File: config.mk
export PLATFORM = sky130hd
export DESIGN_NAME = placement_sequencer
export DESIGN_NICKNAME = d
export VERILOG_FILES = /design/src/rtl/placement_sequencer_pkg.sv /design/src/rtl/placement_sequencer_lfsr_32.sv /design/src/rtl/placement_sequencer.sv
export SDC_FILE = /design/constraint.sdc
export NUM_CORES = 1
export LEC_CHECK = 0
export ABC_AREA = 1
export CAP_MARGIN = 20
export CORE_UTILIZATION = 52
export CTS_CLUSTER_SIZE = 10
export DETAILED_ROUTE_END_ITERATION = 10
export PLACE_DENSITY = 0.9
export SLEW_MARGIN = 20
export SYNTH_ARGS = -nofsm -noshare
export SYNTH_HDL_FRONTEND = slang
export SYNTH_SLANG_ARGS = --single-unit
File: constraint.sdc
create_clock -name setup_clk -period 4 [get_ports setup_clk]
set_input_delay 1 -clock setup_clk [delete_from_list [all_inputs] [get_ports setup_clk]]
set_output_delay 1 -clock setup_clk [all_outputs]
set_load 0.05 [all_outputs]
File: src/rtl/placement_sequencer_pkg.sv
// Shared constants and types for the map placement sequencer:
// class/state enums, default geometry and the LFSR feedback polynomial.
package placement_sequencer_pkg;

    localparam int CLASS_NUM  = 3;
    localparam int CLASS_bits = 2;

    localparam logic [31:0] LFSR_TAPS = 32'h8020_0003;

    typedef enum logic [CLASS_bits-1:0] {
        CLS_NEST     = 2'd0,
        CLS_SUGAR    = 2'd1,
        CLS_OBSTACLE = 2'd2
    } entity_class_t;

    typedef enum logic [2:0] {
        ST_IDLE       = 3'd0,
        ST_SEED       = 3'd1,
        ST_PLACE      = 3'd2,
        ST_NEXT_CLASS = 3'd3,
        ST_DONE       = 3'd4
    } placement_state_t;

endpackage

File: src/rtl/placement_sequencer_lfsr_32.sv
// 32-bit right-shifting Galois LFSR with synchronous load; a zero seed is
// replaced by 1 so the register can never lock up in the all-zero state.
module lfsr_32
    import placement_sequencer_pkg::*;
(
    input  logic        setup_clk,
    input  logic        RESET_SIM_n,
    input  logic        load,
    input  logic        enable,
    input  logic [31:0] seed,
    output logic [31:0] value
);

    logic [31:0] value_reg;

    always_ff @(posedge setup_clk or negedge RESET_SIM_n) begin
        if (!RESET_SIM_n) begin
            value_reg <= 32'h1;
        end else if (load) begin
            value_reg <= (seed == 32'h0) ? 32'h1 : seed;
        end else if (enable) begin
            value_reg <= {1'b0, value_reg[31:1]} ^ (value_reg[0] ? LFSR_TAPS : 32'h0);
        end
    end

    assign value = value_reg;

endmodule

File: src/rtl/placement_sequencer.sv
// Places CLASS_NUM classes of entities at random, in-bounds, collision-free
// coordinates, emitting one write strobe per accepted placement.
module placement_sequencer
    import placement_sequencer_pkg::*;
#(
    parameter int CLASS_NUM   = placement_sequencer_pkg::CLASS_NUM,
    parameter int CLASS_bits  = placement_sequencer_pkg::CLASS_bits,
    parameter int ID_bits     = 6,
    parameter int X_bits      = 8,
    parameter int Y_bits      = 7,
    parameter int PIXELS_X    = 160,
    parameter int PIXELS_Y    = 120,
    parameter int RETRY_LIMIT = 64
) (
    input  logic                          setup_clk,
    input  logic                          RESET_SIM_n,
    input  logic                          start,
    input  logic [31:0]                   seed,
    input  logic [CLASS_NUM*ID_bits-1:0]  cls_count,
    input  logic [CLASS_NUM*8-1:0]        cls_radius,
    output logic [X_bits-1:0]             collide_x,
    output logic [Y_bits-1:0]             collide_y,
    input  logic                          collision,
    output logic                          wr_valid,
    output logic [CLASS_bits-1:0]         wr_class,
    output logic [ID_bits-1:0]            wr_id,
    output logic [X_bits-1:0]             wr_x,
    output logic [Y_bits-1:0]             wr_y,
    output logic                          busy,
    output logic                          done,
    output logic [ID_bits+CLASS_bits-1:0] fail_count,
    output logic [2:0]                    state_o
);

    localparam int RETRY_bits = $clog2(RETRY_LIMIT + 1);
    localparam int FAIL_bits  = ID_bits + CLASS_bits;
    localparam int XW         = X_bits + 9;
    localparam int YW         = Y_bits + 9;

    placement_state_t      state_reg;
    logic [CLASS_bits-1:0] cls_reg;
    logic [ID_bits-1:0]    id_reg;
    logic [RETRY_bits-1:0] retry_reg;
    logic [FAIL_bits-1:0]  fail_reg;
    logic [ID_bits-1:0]    count_reg  [CLASS_NUM];
    logic [7:0]            radius_reg [CLASS_NUM];

    logic [ID_bits-1:0]    count_in   [CLASS_NUM];
    logic [7:0]            radius_in  [CLASS_NUM];

    genvar gi;
    generate
        for (gi = 0; gi < CLASS_NUM; gi++) begin : g_unpack
            assign count_in[gi]  = cls_count[gi*ID_bits +: ID_bits];
            assign radius_in[gi] = cls_radius[gi*8 +: 8];
        end
    endgenerate

    logic [31:0] lfsr_value;
    logic        unused_lfsr_bits;

    lfsr_32 u_lfsr (
        .setup_clk   (setup_clk),
        .RESET_SIM_n (RESET_SIM_n),
        .load        (state_reg == ST_SEED),
        .enable      (state_reg == ST_PLACE),
        .seed        (seed),
        .value       (lfsr_value)
    );

    assign unused_lfsr_bits = ^lfsr_value;

    logic                  in_place;
    logic                  start_take;
    logic [X_bits-1:0]     cand_x;
    logic [Y_bits-1:0]     cand_y;
    logic [ID_bits-1:0]    cur_count;
    logic [7:0]            cur_radius;
    logic                  id_done;
    logic                  fits;
    logic                  accept;
    logic                  retry_full;
    logic [ID_bits-1:0]    id_inc;
    logic [CLASS_bits-1:0] cls_inc;

    assign in_place   = (state_reg == ST_PLACE);
    assign start_take = start && (state_reg == ST_IDLE || state_reg == ST_DONE);
    assign cand_x     = lfsr_value[X_bits+Y_bits-1 -: X_bits];
    assign cand_y     = lfsr_value[Y_bits-1:0];
    assign cur_count  = count_reg[cls_reg];
    assign cur_radius = radius_reg[cls_reg];
    assign id_done    = (id_reg == cur_count);
    assign id_inc     = id_reg + 1'b1;
    assign cls_inc    = cls_reg + 1'b1;
    assign retry_full = (retry_reg == RETRY_bits'(RETRY_LIMIT - 1));

    // Widened compares keep x+R / y+R from wrapping for large radii.
    assign fits = (XW'(cand_x) > XW'(cur_radius))
               && (XW'(cand_x) + XW'(cur_radius) < XW'(PIXELS_X))
               && (YW'(cand_y) > YW'(cur_radius))
               && (YW'(cand_y) + YW'(cur_radius) < YW'(PIXELS_Y));

    assign accept = in_place && !id_done && fits && !collision;

    always_ff @(posedge setup_clk or negedge RESET_SIM_n) begin
        if (!RESET_SIM_n) begin
            state_reg <= ST_IDLE;
            cls_reg   <= '0;
            id_reg    <= '0;
            retry_reg <= '0;
            fail_reg  <= '0;
            for (int i = 0; i < CLASS_NUM; i++) begin
                count_reg[i]  <= '0;
                radius_reg[i] <= '0;
            end
        end else begin
            case (state_reg)
                ST_IDLE, ST_DONE: begin
                    if (start_take) begin
                        for (int i = 0; i < CLASS_NUM; i++) begin
                            count_reg[i]  <= count_in[i];
                            radius_reg[i] <= radius_in[i];
                        end
                        cls_reg   <= '0;
                        id_reg    <= '0;
                        retry_reg <= '0;
                        fail_reg  <= '0;
                        state_reg <= ST_SEED;
                    end
                end
                ST_SEED: state_reg <= ST_PLACE;
                ST_PLACE: begin
                    if (id_done) begin
                        state_reg <= ST_NEXT_CLASS;
                    end else if (accept || retry_full) begin
                        // Either placed or retry budget exhausted: move to the next id.
                        id_reg    <= id_inc;
                        retry_reg <= '0;
                        if (!accept && fail_reg != {FAIL_bits{1'b1}}) begin
                            fail_reg <= fail_reg + 1'b1;
                        end
                        if (id_inc == cur_count) begin
                            state_reg <= ST_NEXT_CLASS;
                        end
                    end else begin
                        retry_reg <= retry_reg + 1'b1;
                    end
                end
                ST_NEXT_CLASS: begin
                    if (cls_reg == CLASS_bits'(CLASS_NUM - 1)) begin
                        state_reg <= ST_DONE;
                    end else begin
                        cls_reg <= cls_inc;
                        id_reg  <= '0;
                        if (count_reg[cls_inc] != '0) begin
                            state_reg <= ST_PLACE;
                        end
                    end
                end
                default: state_reg <= ST_IDLE;
            endcase
        end
    end

    assign collide_x  = in_place ? cand_x : '0;
    assign collide_y  = in_place ? cand_y : '0;
    assign wr_valid   = accept;
    assign wr_class   = cls_reg;
    assign wr_id      = id_reg;
    assign wr_x       = collide_x;
    assign wr_y       = collide_y;
    assign busy       = (state_reg == ST_SEED) || in_place || (state_reg == ST_NEXT_CLASS);
    assign done       = (state_reg == ST_DONE);
    assign fail_count = fail_reg;
    assign state_o    = state_reg;

endmodule

### Yosys cells after proc, flatten, opt, wreduce, memory -nomap -nowiden

Index checks and enable logic that the tools add are counted.

* RAM bits: 0
* bits of input ports: 78
* memories kept: 0
* logic and storage cells: 112
* register bits: 100
* output and inout port bits: 52
* latch bits: 0
* ROM bits: 0

* multiplexer cells: 39
* eq/ne operators: 17
* multipliers: 0
* add/subtract/negate cells: 6
* magnitude comparators: 6
* div/mod/pow operators: 0
* shift-type cells: 0
* bitwise operators: 3
* reduce and logical (&&, ||, !) cells: 29

Operators by type and width (number)
* 32-bit 2-to-1 mux: 4
* 8-bit 2-to-1 mux: 7
* 6-bit 2-to-1 mux: 8
* 32-bit zero test: 1
* 31-bit by 32-bit bitwise XOR with 32-bit output: 1
* 7-bit 2-to-1 mux: 4
* 6-bit binary-select mux with 2-bit select: 2
* 3-bit 2-to-1 mux: 6
* 6-bit one-hot mux with 3 select lines: 1
* 8-bit binary-select mux with 2-bit select: 1
* 8-bit one-hot mux with 2 select lines: 1
* 7-bit one-hot mux with 2 select lines: 1
* 6-bit == test: 2
* 3-bit one-hot mux with 4 select lines: 1
* 5-bit AND reduction: 2
* 7-bit by 8-bit adder with 9-bit output: 1
* 8-bit by 8-bit adder with 9-bit output: 1
* 9-bit by 7-bit less-than comparator with 1-bit output, second input constant: 1
* 9-bit by 8-bit less-than comparator with 1-bit output, second input constant: 1
* 8-bit by 1-bit adder with 8-bit output, second input constant: 1
* 7-bit by 8-bit greater-than comparator with 1-bit output: 1
* 8-bit greater-than comparator: 1
* 1-bit logical AND: 8
* 8-bit != test, second input constant: 1
* 26 further kinds: 42

### Logic depth before layout (Yosys ltp)

* word-level depth: 17
* depth in mapped cells: 22
* mapped depth without buffers: 21

### Hierarchy

Synthesis repeated with hierarchy kept, for this count alone.

* cells, all modules: 918
* area, all modules: 6622.6 sq um

Modules (own cells, without submodules)
* placement_sequencer: cells an instance 706, area an instance 5007.3 sq um, sequential area each 1701.6 sq um, instances 1
* lfsr_32: cells an instance 212, area an instance 1615.3 sq um, sequential area each 802.0 sq um, instances 1

### Least setup slack after synthesis

OpenSTA, ideal clock, no wires.

* path type: flip-flop to output port
* start: reg cls_reg[0], in the netlist wr_class[0]
* end: out wr_valid
* data required time: 3.000 ns
* slack: -0.098 ns
* cell stages (with the launch flop): 15
* data arrival time: 3.098 ns
* buffers on the path: 2
* cells stage by stage: dfrtp_1 -> buf_6 -> inv_2 -> clkbuf_1 -> or2_2 -> a32oi_1 -> ha_1 -> nor2_1 -> nand2_1 -> o21bai_1 -> nand3b_1 -> nand2_1 -> a21oi_1 -> nand3_4 -> inv_1

* longest elaborated chain between the ends: 11
* elaborated cells between the ends (all ways): 21
* classes of those cells: 2 x add/sub; 4 x order compare; 1 x eq/ne; 6 x mux; 1 x bitwise; 7 x reduce/logical

Ends and longest elaborated chain
* from (decl): line placement_sequencer.sv:41 `logic [CLASS_bits-1:0] cls_reg;`
* from (signal assigned): line placement_sequencer.sv:153 `cls_reg <= cls_inc;`
* 2-bit inverter with 3-bit output (not written as such) *: line placement_sequencer.sv:90, placement_sequencer.sv:91
* 8-bit binary-select mux with 2-bit select: line placement_sequencer.sv:91 `assign cur_radius = radius_reg[cls_reg];`
* 8-bit 2-to-1 mux (not written as such) (2 in a row): line placement_sequencer.sv:91
* 8-bit by 8-bit adder with 9-bit output: line placement_sequencer.sv:99 `&& (XW'(cand_x) + XW'(cur_radius) < XW'(PIXELS_X))`
* 9-bit by 8-bit less-than comparator with 1-bit output: line placement_sequencer.sv:99
* 1-bit logical AND: line placement_sequencer.sv:99
* 1-bit logical AND: line placement_sequencer.sv:100 `&& (YW'(cand_y) > YW'(cur_radius))`
* 1-bit logical AND: line placement_sequencer.sv:101 `&& (YW'(cand_y) + YW'(cur_radius) < YW'(PIXELS_Y));`
* 1-bit logical AND * (2 in a row): line placement_sequencer.sv:103 `assign accept = in_place && !id_done && fits && !collision;`
* to (decl): line placement_sequencer.sv:24 `output logic wr_valid,`

Mark *: on every way between the ends. The rest lies on a longest branch, timed or not. The select of a mux whose other input is x is not followed.

### Worst setup path after layout

Ends and elaborated chain as after synthesis.

==> results.py <==
metrics = {
    "run_status": {
        "status": "complete, no violations",
    },
    "yosys": {
        "yosys_warnings": 0,
        "synth_mux_area_share_pct": 0,
        "synth_flop_cell": "dfrtp_1",
        "synth-xor-area-share_pct": 1.659,
        "ys_types": 43,
        "synth_adder_area_share_pct": 6.912,
        "synth_seq_cells": 100,
        "synth_compound_area_share_pct": 11.81,
        "synth_top_family_by_area": "simple AND/OR/NAND/NOR gates",
        "syn_nets": 950,
        "synth_cells": 837,
        "synth.yosys.seq_area_share_pct": 39.51,
        "synth.avg_cell_area_um2": 7.570,
        "synthSimpleGateAreaFrac_pct": 29.96,
        "async_flop_share_pct": 100.0,
        "syn-cell-area_um2": 6336,
        "synth-edff-count": 0,
    },
    "sta": {
        "finalSetupViolations": 0,
        "worst_pin_slew_ns": 0.7144,
        "hold_violations": 0,
        "timing.final.crit_share_pct": 99.05,
        "slew_headroom_pct": 52.37,
        "holdWs_ns": 0.4928,
        "fmax_mhz": 252.4,
        "rsz0062_at_grt": "yes",
        "finalCriticalPeriod_ns": 3.962,
        "slew_viol_final": 0,
        "finalClockSkew_ns": 0.005760,
    },
    "floorplan": {
        "initial_core_util_pct": 54.33,
        "die_h_um": 112.4,
        "fp.dieW_um": 112.4,
        "core_area_um2": 11660,
        "boundaryPins": 130,
        "die_area_um2": 12630,
        "rows": 39,
    },
    "global_route": {
        "track_usage_pct": 27.63,
        "grt_overflow": 0,
        "grt_pass1_vias": 5743,
        "grt_pass1_wl_um": 28070,
        "antenna_found_initial": 0,
        "grt_max_degree": 78,
    },
    "layout": {
        "final_cell_area_um2": 8398,
        "area_delta_synth_final_pct": 32.54,
        "drive_gt1_share_pct": 17.13,
        "largest_reg_flops": 32,
        "diodes": 0,
        "final_cell_mix": "nand2_1, clkdlybuf4s50_1, dfrtp_1",
        "final_common_cell": "nand2_1",
        "nets": 1071,
        "final_util_pct": 72.01,
        "stdcell_count": 1106,
    },
    "power_and_ir_drop": {
        "leakage_nw": 3.967,
        "ir_drop_uv": 415.2,
        "p_per_area_nw_per_um2": 973.9,
    },
    "clock_network": {
        "clockBufferDepth": 2,
        "clkSlewWorstSetupHoldPaths_ns": 0.07,
        "cts_buffers": 9,
        "htreeDepth": 3,
        "cts_tree": "built",
        "cts_hold_buf": 0,
        "clock_latency_ns": 0.35,
        "cts.sinks": 100,
        "clockRootBuffer": "clkbuf_16",
    },
    "worst_setup_path": {
        "cp_slowest_stage_delay_ns": 0.40,
        "crit_path_end_kind": "primary output",
        "worst_path_max_delay_cell": "dfrtp_2",
        "path_delay_family": "simple AND/OR/NAND/NOR gates",
        "cp.arrival_ns": 2.96,
        "worst-setup-path-type": "register to primary output",
        "path_max_fanout": 8,
        "crit_path_start_kind": "register",
        "rrSetupSlack_ns": 0.75,
        "path_buf_inv": 5,
        "critPathMostFrequentCell": "nand2_1",
        "cp.required_ns": 3.00,
        "path_cells": "buf_6 > inv_4 > or2_4 > a32oi_4 > ha_4 > inv_1 > a21oi_2 > nand3b_1 > nand3_1 > nand2_1 > a21oi_1 > nand2_1 > nand3_4 > inv_2 > buf_12",
    },
    "detailed_routing": {
        "wl_met1_um": 7417,
        "drt_iter0_markers": 456,
        "routed.top_layer": "met4",
        "drc": 0,
        "wl_met3_um": 1110,
        "wl_per_cell_um": 15.52,
        "vias": 6173,
        "met2_length_um": 8238,
        "viasPerCell": 5.581,
        "dr.pass1.iters": 7,
        "postRouteAntennaNets": 0,
        "finalWirelength_um": 17170,
    },
    "run": {
        "drv_cap": 0,
    },
    "placement": {
        "postPlaceCellArea_um2": 7562,
        "hpwl_um": 11920,
        "globalplace.congestion": 0.8928,
        "io_buffers": 129,
        "place_inst": 1075,
    },
    "worst_hold_path": {
        "hold_class": "register to register",
    },
}
-- logic make-up (layout without fill, tap and decap cells) --
logic type / after synthesis / in the layout
xor gates and xnor gates: 12 / 12
AOI/OAI and AO/OA: 118 / 118
adders and majority gates: 35 / 35
and+or+nand+nor: 429 / 430
buffers and inverters: 143 / 268
DFF: 100 / 100
-- what timing repair did --
action	in CTS	in global routing
setup endpoints to repair	1	1
setup buffers	4	10
gates cloned	1	0
pin swaps	4	22
gates resized for setup	25	76
-- power breakdown --
group / internal, mW / leakage [nW] / switching [mW]
clock: 0.436 / 0.137 / 0.415
combinational: 2.07 / 2.59 / 3.41
sequential: 1.44 / 1.24 / 0.418
-- area by class of cell --
type / count / area [um^2]
multi-input combinational: 595 / 3612
fill: 836 / 3264
sequential: 100 / 2506
timing repair buffer: 152 / 1433
inverter: 100 / 382.9
clock buffer: 10 / 229.0
tap: 143 / 178.9
clock inverter: 6 / 56.30
-- synth_stat cells, types with 7 or more instances --
cell / n / area [um^2]
a21oi_1: 27 / 135.1
a221o_1: 13 / 130.1
buf_4: 16 / 120.1
clkbuf_1: 18 / 67.56
dfrtp_1: 99 / 2477
ha_1: 35 / 437.9
inv_1: 96 / 360.4
nand2_1: 234 / 878.3
nand3_1: 35 / 175.2
nand4_1: 23 / 143.9
nor2_1: 85 / 319.1
nor3_1: 8 / 40.04
nor4_1: 9 / 56.30
o21ai_0: 37 / 185.2
o21ai_2: 7 / 61.31
o22ai_1: 17 / 106.4
or2_2: 14 / 87.58
xor2_1: 9 / 78.83
-- path summary, 6_finish.rpt --
path | end | cells after the start | from
worst max-delay path | wr_valid | 15 | wr_class[0]$_DFFE_PN0P_
worst min-delay path | radius_reg[20]$_DFFE_PN0P_ | 2 | radius_reg[20]$_DFFE_PN0P_
worst max register to register | fail_count[1]$_DFFE_PN0P_ | 19 | wr_class[0]$_DFFE_PN0P_
worst min register to register | radius_reg[20]$_DFFE_PN0P_ | 2 | radius_reg[20]$_DFFE_PN0P_
max in group asynchronous | wr_class[1]$_DFFE_PN0P_ | 2 | RESET_SIM_n
min in group asynchronous | u_lfsr.value[25]$_DFFE_PN0P_ | 1 | RESET_SIM_n
-- metal layers --
| metal | GRT usage [%] | vias to the layer above |
|---|---|---|
| li1 | - | 2962 |
| met1 | 38.06 | 2920 |
| met2 | 43.98 | 255 |
| met3 | 5.238 | 36 |
| met4 | 9.333 | 0 |
| met5 | 0 | - |
-- stage by stage --
| step | power, mW | TNS, ns | worst slack [ns] |
|---|---|---|---|
| finish | 8.179 | 0 | 0.03799 |
| global route | 8.779 | -0.1475 | -0.1475 |
| CTS | 7.349 | 0 | 0.005245 |
| detailed placement | 6.186 | 0 | 0.1944 |
| global placement | 6.103 | 0 | 0.2471 |
| floorplan | 5.173 | 0 | 0.04139 |
-- worst reg2reg max path, stage by stage (launching register included) --
cell      delay [ns]
dfrtp_2         0.40
buf_6           0.13
inv_4           0.05
or2_4           0.23
a32oi_4         0.37
ha_4            0.27
inv_1           0.13
a21oi_2         0.08
nand3b_1        0.18
nand3_1         0.08
nand2_1         0.07
a21oi_1         0.19
nand2_1         0.14
nand3_4         0.10
buf_4           0.15
nand2_1         0.07
nand2_2         0.17
nand3_4         0.16
nand2_1         0.11
nand2_1         0.06
Note: power is estimated with default switching activity, not from simulation.
